### config.mk
export PLATFORM = sky130hd
export DESIGN_NAME = div_unit
export DESIGN_NICKNAME = d
export VERILOG_FILES = /design/src/rtl/div_unit.sv
export SDC_FILE = /design/constraint.sdc
export NUM_CORES = 1
export LEC_CHECK = 0
export CORE_ASPECT_RATIO = 1.4
export CORE_MARGIN = 4
export CORE_UTILIZATION = 55
export CTS_CLUSTER_DIAMETER = 150
export CTS_CLUSTER_SIZE = 25
export DETAILED_ROUTE_END_ITERATION = 6
export DONT_BUFFER_PORTS = 1
export PLACE_DENSITY = 0.7
export SYNTH_ARGS = -nofsm -noshare
export SYNTH_HDL_FRONTEND = slang
export SYNTH_SLANG_ARGS = --single-unit
### constraint.sdc
create_clock -name clk -period 5.8 [get_ports clk]
set_clock_uncertainty 0.2 [all_clocks]
set_input_delay 0.29 -clock clk [delete_from_list [all_inputs] [get_ports clk]]
set_output_delay 0.29 -clock clk [all_outputs]
set_load 0.02 [all_outputs]
### src/rtl/div_unit.sv
// div_unit: sequential radix-2 restoring divider for DIV/DIVU.
// Produces {remainder, quotient} so write-back can take HI = result[63:32]
// and LO = result[31:0] directly.
//
// Ports:
//   clk          rising-edge clock
//   resetn       synchronous active-low reset
//   div_start_i  request, sampled only in IDLE
//   div_sign     1 = signed (DIV), 0 = unsigned (DIVU); latched at accept
//   div_op1      dividend, latched at accept
//   div_op2      divisor, latched at accept
//   div_cancel_i flush; aborts any operation, result left untouched
//   result       registered {remainder, quotient}
//   div_ready_o  one-cycle pulse, result valid
//   div_busy_o   registered, high whenever the FSM is not IDLE
//
// Optional build macro DIV_EARLY_OUT_EN: when |op1| < |op2| (nonzero op2)
// the answer is known at accept and the unit goes straight to END.
module div_unit #(
  parameter int unsigned WIDTH = 32,
  parameter int unsigned CNT_W = 6
) (
  input  logic                 clk,
  input  logic                 resetn,
  input  logic                 div_start_i,
  input  logic                 div_sign,
  input  logic [WIDTH-1:0]     div_op1,
  input  logic [WIDTH-1:0]     div_op2,
  input  logic                 div_cancel_i,
  output logic [2*WIDTH-1:0]   result,
  output logic                 div_ready_o,
  output logic                 div_busy_o
);

  typedef enum logic [1:0] {
    S_IDLE = 2'd0,
    S_ZERO = 2'd1,
    S_ON   = 2'd2,
    S_END  = 2'd3
  } state_t;

  state_t             state, state_d;
  logic [CNT_W-1:0]   cnt, cnt_d;
  logic [WIDTH-1:0]   rem_q, rem_d;
  logic [WIDTH-1:0]   quo_q, quo_d;
  logic [WIDTH-1:0]   dvsr_q, dvsr_d;
  logic [WIDTH-1:0]   op1_q, op1_d;
  logic               q_neg_q, q_neg_d;
  logic               r_neg_q, r_neg_d;
  logic [2*WIDTH-1:0] result_d;
  logic               ready_d;
  logic               busy_d;

  // Two's-complement negation; |min_int| maps onto itself.
  function automatic logic [WIDTH-1:0] negate(input logic [WIDTH-1:0] x);
    return ~x + WIDTH'(1);
  endfunction

  // Operand magnitudes and result signs at accept.
  logic             op1_neg, op2_neg;
  logic [WIDTH-1:0] abs1, abs2;

  assign op1_neg = div_sign & div_op1[WIDTH-1];
  assign op2_neg = div_sign & div_op2[WIDTH-1];
  assign abs1    = op1_neg ? negate(div_op1) : div_op1;
  assign abs2    = op2_neg ? negate(div_op2) : div_op2;

  // One restoring step: shift {rem, quo} left, trial-subtract divisor
  // from the top WIDTH+1 bits, keep the difference if non-negative.
  logic [WIDTH:0]   shift_hi;
  logic [WIDTH:0]   trial;
  logic             step_ok;
  logic [WIDTH-1:0] step_rem, step_quo;
  logic [WIDTH-1:0] fix_rem, fix_quo;

  assign shift_hi = {rem_q, quo_q[WIDTH-1]};
  assign trial    = shift_hi - {1'b0, dvsr_q};
  assign step_ok  = ~trial[WIDTH];
  assign step_rem = step_ok ? trial[WIDTH-1:0] : shift_hi[WIDTH-1:0];
  assign step_quo = {quo_q[WIDTH-2:0], step_ok};

  // Sign fix-up applied to the final step so result lands with ready.
  assign fix_quo  = q_neg_q ? negate(step_quo) : step_quo;
  assign fix_rem  = r_neg_q ? negate(step_rem) : step_rem;

  // State and datapath registers.
  always_ff @(posedge clk) begin
    if (!resetn) begin
      state       <= S_IDLE;
      cnt         <= '0;
      rem_q       <= '0;
      quo_q       <= '0;
      dvsr_q      <= '0;
      op1_q       <= '0;
      q_neg_q     <= 1'b0;
      r_neg_q     <= 1'b0;
      result      <= '0;
      div_ready_o <= 1'b0;
      div_busy_o  <= 1'b0;
    end else begin
      state       <= state_d;
      cnt         <= cnt_d;
      rem_q       <= rem_d;
      quo_q       <= quo_d;
      dvsr_q      <= dvsr_d;
      op1_q       <= op1_d;
      q_neg_q     <= q_neg_d;
      r_neg_q     <= r_neg_d;
      result      <= result_d;
      div_ready_o <= ready_d;
      div_busy_o  <= busy_d;
    end
  end

  // Next-state, datapath and output decode.
  always_comb begin
    state_d  = state;
    cnt_d    = cnt;
    rem_d    = rem_q;
    quo_d    = quo_q;
    dvsr_d   = dvsr_q;
    op1_d    = op1_q;
    q_neg_d  = q_neg_q;
    r_neg_d  = r_neg_q;
    result_d = result;
    ready_d  = 1'b0;

    if (div_cancel_i) begin
      // Flush wins over everything, including a same-cycle start.
      state_d = S_IDLE;
    end else begin
      case (state)
        S_IDLE: begin
          if (div_start_i) begin
            op1_d   = div_op1;
            dvsr_d  = abs2;
            quo_d   = abs1;
            rem_d   = '0;
            cnt_d   = '0;
            q_neg_d = op1_neg ^ op2_neg;
            r_neg_d = op1_neg;
            if (div_op2 == '0) begin
              state_d = S_ZERO;
`ifdef DIV_EARLY_OUT_EN
            end else if (abs1 < abs2) begin
              // Quotient is zero and the dividend is the remainder.
              state_d  = S_END;
              result_d = {div_op1, {WIDTH{1'b0}}};
              ready_d  = 1'b1;
`endif
            end else begin
              state_d = S_ON;
            end
          end
        end
        S_ZERO: begin
          state_d  = S_END;
          result_d = {op1_q, {WIDTH{1'b1}}};
          ready_d  = 1'b1;
        end
        S_ON: begin
          rem_d = step_rem;
          quo_d = step_quo;
          cnt_d = cnt + CNT_W'(1);
          if (cnt == CNT_W'(WIDTH - 1)) begin
            state_d  = S_END;
            result_d = {fix_rem, fix_quo};
            ready_d  = 1'b1;
          end
        end
        S_END: begin
          state_d = S_IDLE;
        end
        default: begin
          state_d = S_IDLE;
        end
      endcase
    end

    busy_d = (state_d != S_IDLE);
  end

endmodule

# == Word level (Yosys, flattened, before mapping) ==
# Index checks and enable logic that the tools add are counted.
# op_classes
n_reduce_logical,9
muxes,20
eq_ne,6
bitwise,10
add_sub_neg,6
# ops
cell,count
$mux 32,7
$add 32x1->32 const B,4
$not 32->32,4
$pmux 32 s2,2
$pmux 64 s2,1
$mux 64,1
$sub 33x32->33,1
$logic_not 32->1,1
$pmux 6 s2,1
$reduce_and 3->1,3
$mux 2,4
$pmux 2 s4,1
$add 6x1->6 const B,1
$eq 6x5->1 const B,1
$mux 6,1
$reduce_bool 2->1,3
$eq 2x2->1 const B,2
$ne 2x2->1 const B,2
$not 1->1,3
$and 1x1->1,2
$eq 2x1->1 const B,1
$logic_not 2->1,1
$pmux 1 s2,1
$reduce_or 2->1,1
2 further kinds,2
# totals
output_inout_bits,66
ff_bits,204
inputBits,69

# == Logic depth before layout (Yosys ltp) ==
# depth
ltp_word,7
ltp_mapped,22
mapped_depth_nobuf,20

# == Worst setup path after synthesis ==
# No wires, ideal clock.
# synth_timing
path_type,flip-flop to flip-flop
from,register quo_q[31]
to,register result[60]
synth_period_minus_slack_ps,4978
stages_incl_launch_ff,22
required_time_ps,5524
slack_ps,822
arrival_time_ps,4703
n_path_buf,3
setup_ps,76
path_cell_list,dfxtp_1 -> inv_1 -> ha_1 -> inv_1 -> fa_1 -> a211oi_4 -> o21ai_1 -> and3_1 -> o211a_1 -> o21ai_1 -> and2_4 -> buf_6 -> buf_2 -> buf_2 -> mux2i_1 -> ha_1 -> o21ai_0 -> nor4_2 -> nand3_2 -> nor3b_2 -> mux2_1 -> o22ai_1
# synth_between
elab_chain_cells,7
# synth_rtl
element,line_no,rtl
"start, declared",45,"logic [WIDTH-1:0] quo_q, quo_d;"
"start signal, assigned",104,quo_q <= quo_d;
$sub 33x32->33,77,"assign trial = shift_hi - {1'b0, dvsr_q};"
$mux 32 *,79,assign step_rem = step_ok ? trial[WIDTH-1:0] : shift_hi[WIDTH-1:0];
$not 32->32,56,return ~x + WIDTH'(1);
$add 32x1->32,56,
$mux 32 *,84,assign fix_rem = r_neg_q ? negate(step_rem) : step_rem;
$mux 64 *,165,if (cnt == CNT_W'(WIDTH - 1)) begin
$pmux 64 s2 *,132,case (state)
"end signal, assigned",109,result <= result_d;
"end, declared",30,"output logic [2*WIDTH-1:0] result,"
# Mark *: on every way between the ends. The rest lies on a longest branch, timed or not. The select of a mux whose other input is x is not followed.
# A chain may end at the register's enable or synchronous reset.

# == Worst setup path after layout ==
# layout_timing
from,register quo_q[31]
to,register result[50]
# The elaborated chain is that of the path after synthesis.

==> impl_results.md <==
- Worst hold stages: 4
- Most frequent cells in the layout: nor2_1 (228), a21oi_1 (209), dfxtp_1 (204)
- Slew Viols, Final: 0
- Non-Filler Instances: 2020
- Setup TNS: 0 ns
- Post-synth cell types: 90
- Cell Area, Placed: 13100 um2
- Leakage: 0.00524 uW
- Setup Buffers After CTS: 0
- Post-synth EDFFs: 0
- Initial antenna violation count: 0
- MaxCap Viol Count: 0
- Min-Delay Path Class: primary input to register
- Multiplexer share of the synthesized area: 2.60%
- Unrepaired setup endpoints after global routing: false
- Initial core utilization: 55.9%
- Synth Area in Compound Gates: 26.6%
- Rel. slew slack: 22.3%
- Clk pin slew, worst setup/hold paths: 0.11 ns
- CTS tree: built
- Reg-to-Reg End: result[50]
- Setup Viol. Count Final: 0
- Final #Nets: 1824
- Min Tclk post-route: 5.46 ns
- Synth Area in XOR/XNOR: 9.48%
- Top_reg_cell synth: dfxtp_1
- Global placement routability congestion: 0.898
- Crit Path Category: register to register
- Post-Synth Simple-Gate Area: 20.5%
- Site row count: 66
- Hold Crit Start: div_op2[28]
- Startpoint Class: register
- Yosys warns: 0
- Vias: 12405
- IO Port Bufs: 0
- # diodes: 0
- Die area: 26200 um2
- Worst R2R Start: quo_q[31]
- Area Growth Syn to Fin: 9.11%
- Crit. End Element: register
- Drt pass-1 iters: 5
- Fraction of layout cells with a size suffix above 1: 4.20%
- Reg2Reg Setup Slack: 0.34 ns
- Worst-path fanout max: 19
- Die height: 190 um
- Mapped Cells: 1728
- Post-route ant nets: 0
- Final setup margin: 0.345 ns
- Synthesized cell area: 13000 um2
- Gr usage total: 28.6%
- Die X: 138 um
- Clk_lat worst skew: 0.49 ns
- Max VDD drop: 243 uV
- Dominant cells by area after synthesis: dfxtp_1 (31%), a21oi_1 (8.1%), nor2_1 (6.6%), nand2_1 (5.1%), xnor2_1 (4.9%)
- Commonest non-fill, non-tap cell in the layout: nor2_1
- Final period util: 94.1%
- H-tree levels: 1
- CTS buffer count: 12
- # clock sinks: 204
- Area leader, netlist: dfxtp_1
- FF-to-FF path depth: 21
- Post-synth top area share: 31.4%
- Root buffer cell: clkbuf_16
- Critical path required time: 6.04 ns
- Area of the core: 23300 um2
- Mapped Avg Cell Area: 7.54 um2
- Fmax: 0.183 GHz
- Total congestion overflow: 0
- Wire length per cell: 19.5 um
- PD cells: 227 nW/um2
- Pin count of the biggest net entering global routing: 88
- End of the worst hold path: dvsr_q[29]
- I/O pin count: 135
- Pre-CTS setup slack: 0.540 ns
- Number of synthesized register bits: 204
- Post-synthesis sequential area ratio: 31.4%
- Drt initial violations: 805
- Detailed placement HPWL: 27.8 mm
- Largest family of logic cells by synthesized area: compound AO/OA/AOI/OAI gates
- Cells after DPL: 1930
- Run status: completed
- First-pass GRT wire length: 62.7 mm
- Worst-Margin Slew: 1.16 ns
- Async set or reset register ratio after synthesis: 0%
- Adder-Cell Fraction of Synth Area: 4.00%
- Final hold viol count: 0
- Total routed wirelength: 39.4 mm
- Clock Tree Buf Depth: 3
- Post-Syn Nets: 1838
- Arr. time, crit path: 5.70 ns
- Final Cell Area: 14200 um2
- Vias in the first global route: 11880
- DR vias/cell: 6.14
- Final routed DRC violation total: 0
-- worst max-delay path by stage --
stage                     startpoint          to  slack [ns]  cells past startpoint
after detailed placement   quo_q[31]  result[60]        0.54                     20
final                      quo_q[31]  result[50]        0.34                     21
after CTS                  quo_q[31]  result[50]        0.36                     21
after global placement     quo_q[31]  result[60]        0.67                     20
after floorplan            quo_q[31]  result[60]        0.82                     21
after global routing       quo_q[31]  result[50]        0.02                     21
-- critical path: stages (launching register included) --
cell and delay [ns]:
dfxtp_1 0.35, inv_1 0.08, ha_1 0.18, inv_1 0.06, fa_1 0.45, a211oi_4 0.32, o21ai_1 0.26, and3_1 0.24
o211a_1 0.25, or3_4 0.36, and2_4 0.19, inv_2 0.30, nor2_1 0.07, a21oi_1 0.17, ha_1 0.24, o21ai_0 0.29
nor3_2 0.25, a21oi_1 0.11, xnor2_1 0.15, o21ai_0 0.20, o211a_1 0.17, dlygate4sd3_1 0.53
-- layout make-up --
cell class,instances,area (um2)
fill,2202,9080
timing repair buffer,91,883
tap,306,383
clock inverter,1,30.0
sequential,204,4080
clock buffer,13,325
inverter,63,239
multi-input combinational,1342,8270
-- what timing repair did --
item                                    in CTS  in global routing
endpoints found under the hold margin      146                  1
gates resized for setup                      0                  1
endpoints found under the setup margin       0                  1
hold buffers                                75                  1
-- per-stage QoR --
| step | total power (uW) | util (%) | hold slack (ns) |
|---|---|---|---|
| 6_report | 3220 | 61.0 | 0.00165 |
| 5_1_grt | 3370 | 61.0 | 0.00351 |
| 4_1_cts | 3230 | 61.0 | 0.000394 |
| 3_5_place_dp | 2260 | 56.2 | 0.234 |
| 3_3_place_gp | 2260 | 56.2 | 0.232 |
| 2_1_floorplan | 2110 | - | 0.226 |
-- cells by family (layout without fill, tap and decap cells) --
kind of cell    after synthesis  after routing
flops                       204            204
simple gates                585            585
fa+ha+maj                    41             41
buf+inv                     182            168
xor+xnor                    141            141
compound gates              542            542
mux                          33             33
-- synthesized netlist by cell type (all sizes together), types with 12 or more instances --
master  number
a21oi      214
mux2i       29
nor2       231
nor3        27
nor4        20
clkbuf     102
a31oi       14
buf         17
or3         18
nand4       15
o41ai       13
xor2        68
dfxtp      204
a211oi      46
xnor2       73
a22oi       12
and3        13
nand2b      20
inv         63
nand3       17
ha          40
o21ai      105
a21o        13
nand2      178
o22a        29
o31ai       22
-- flip-flops by register name, summed over array words and instances (netlist names), 2 cells and up --
name and count:
cnt 6, dvsr_q 32, op1_q 32, quo_q 32
rem_q 32, result 64, state 2
-- layer usage --
metal / GRT usage [%] / up-vias / wire, um
li1: - / 6091 / -
met1: 33.4 / 5879 / 15900
met2: 51.8 / 349 / 19700
met3: 3.32 / 86 / 1800
met4: 13.7 / 0 / 1980
met5: 0 / - / 0
-- power by group --
| part | leakage [uW] | internal (uW) | total [uW] | switching, uW |
|---|---|---|---|---|
| Sequential | 0.00166 | 1470 | 1560 | 87.4 |
| Clock | 0.000172 | 414 | 922 | 508 |
| Combinational | 0.00341 | 292 | 740 | 448 |
| Total | 0.00524 | 2180 | 3220 | 1040 |
Power figures use the tool's default switching activity.
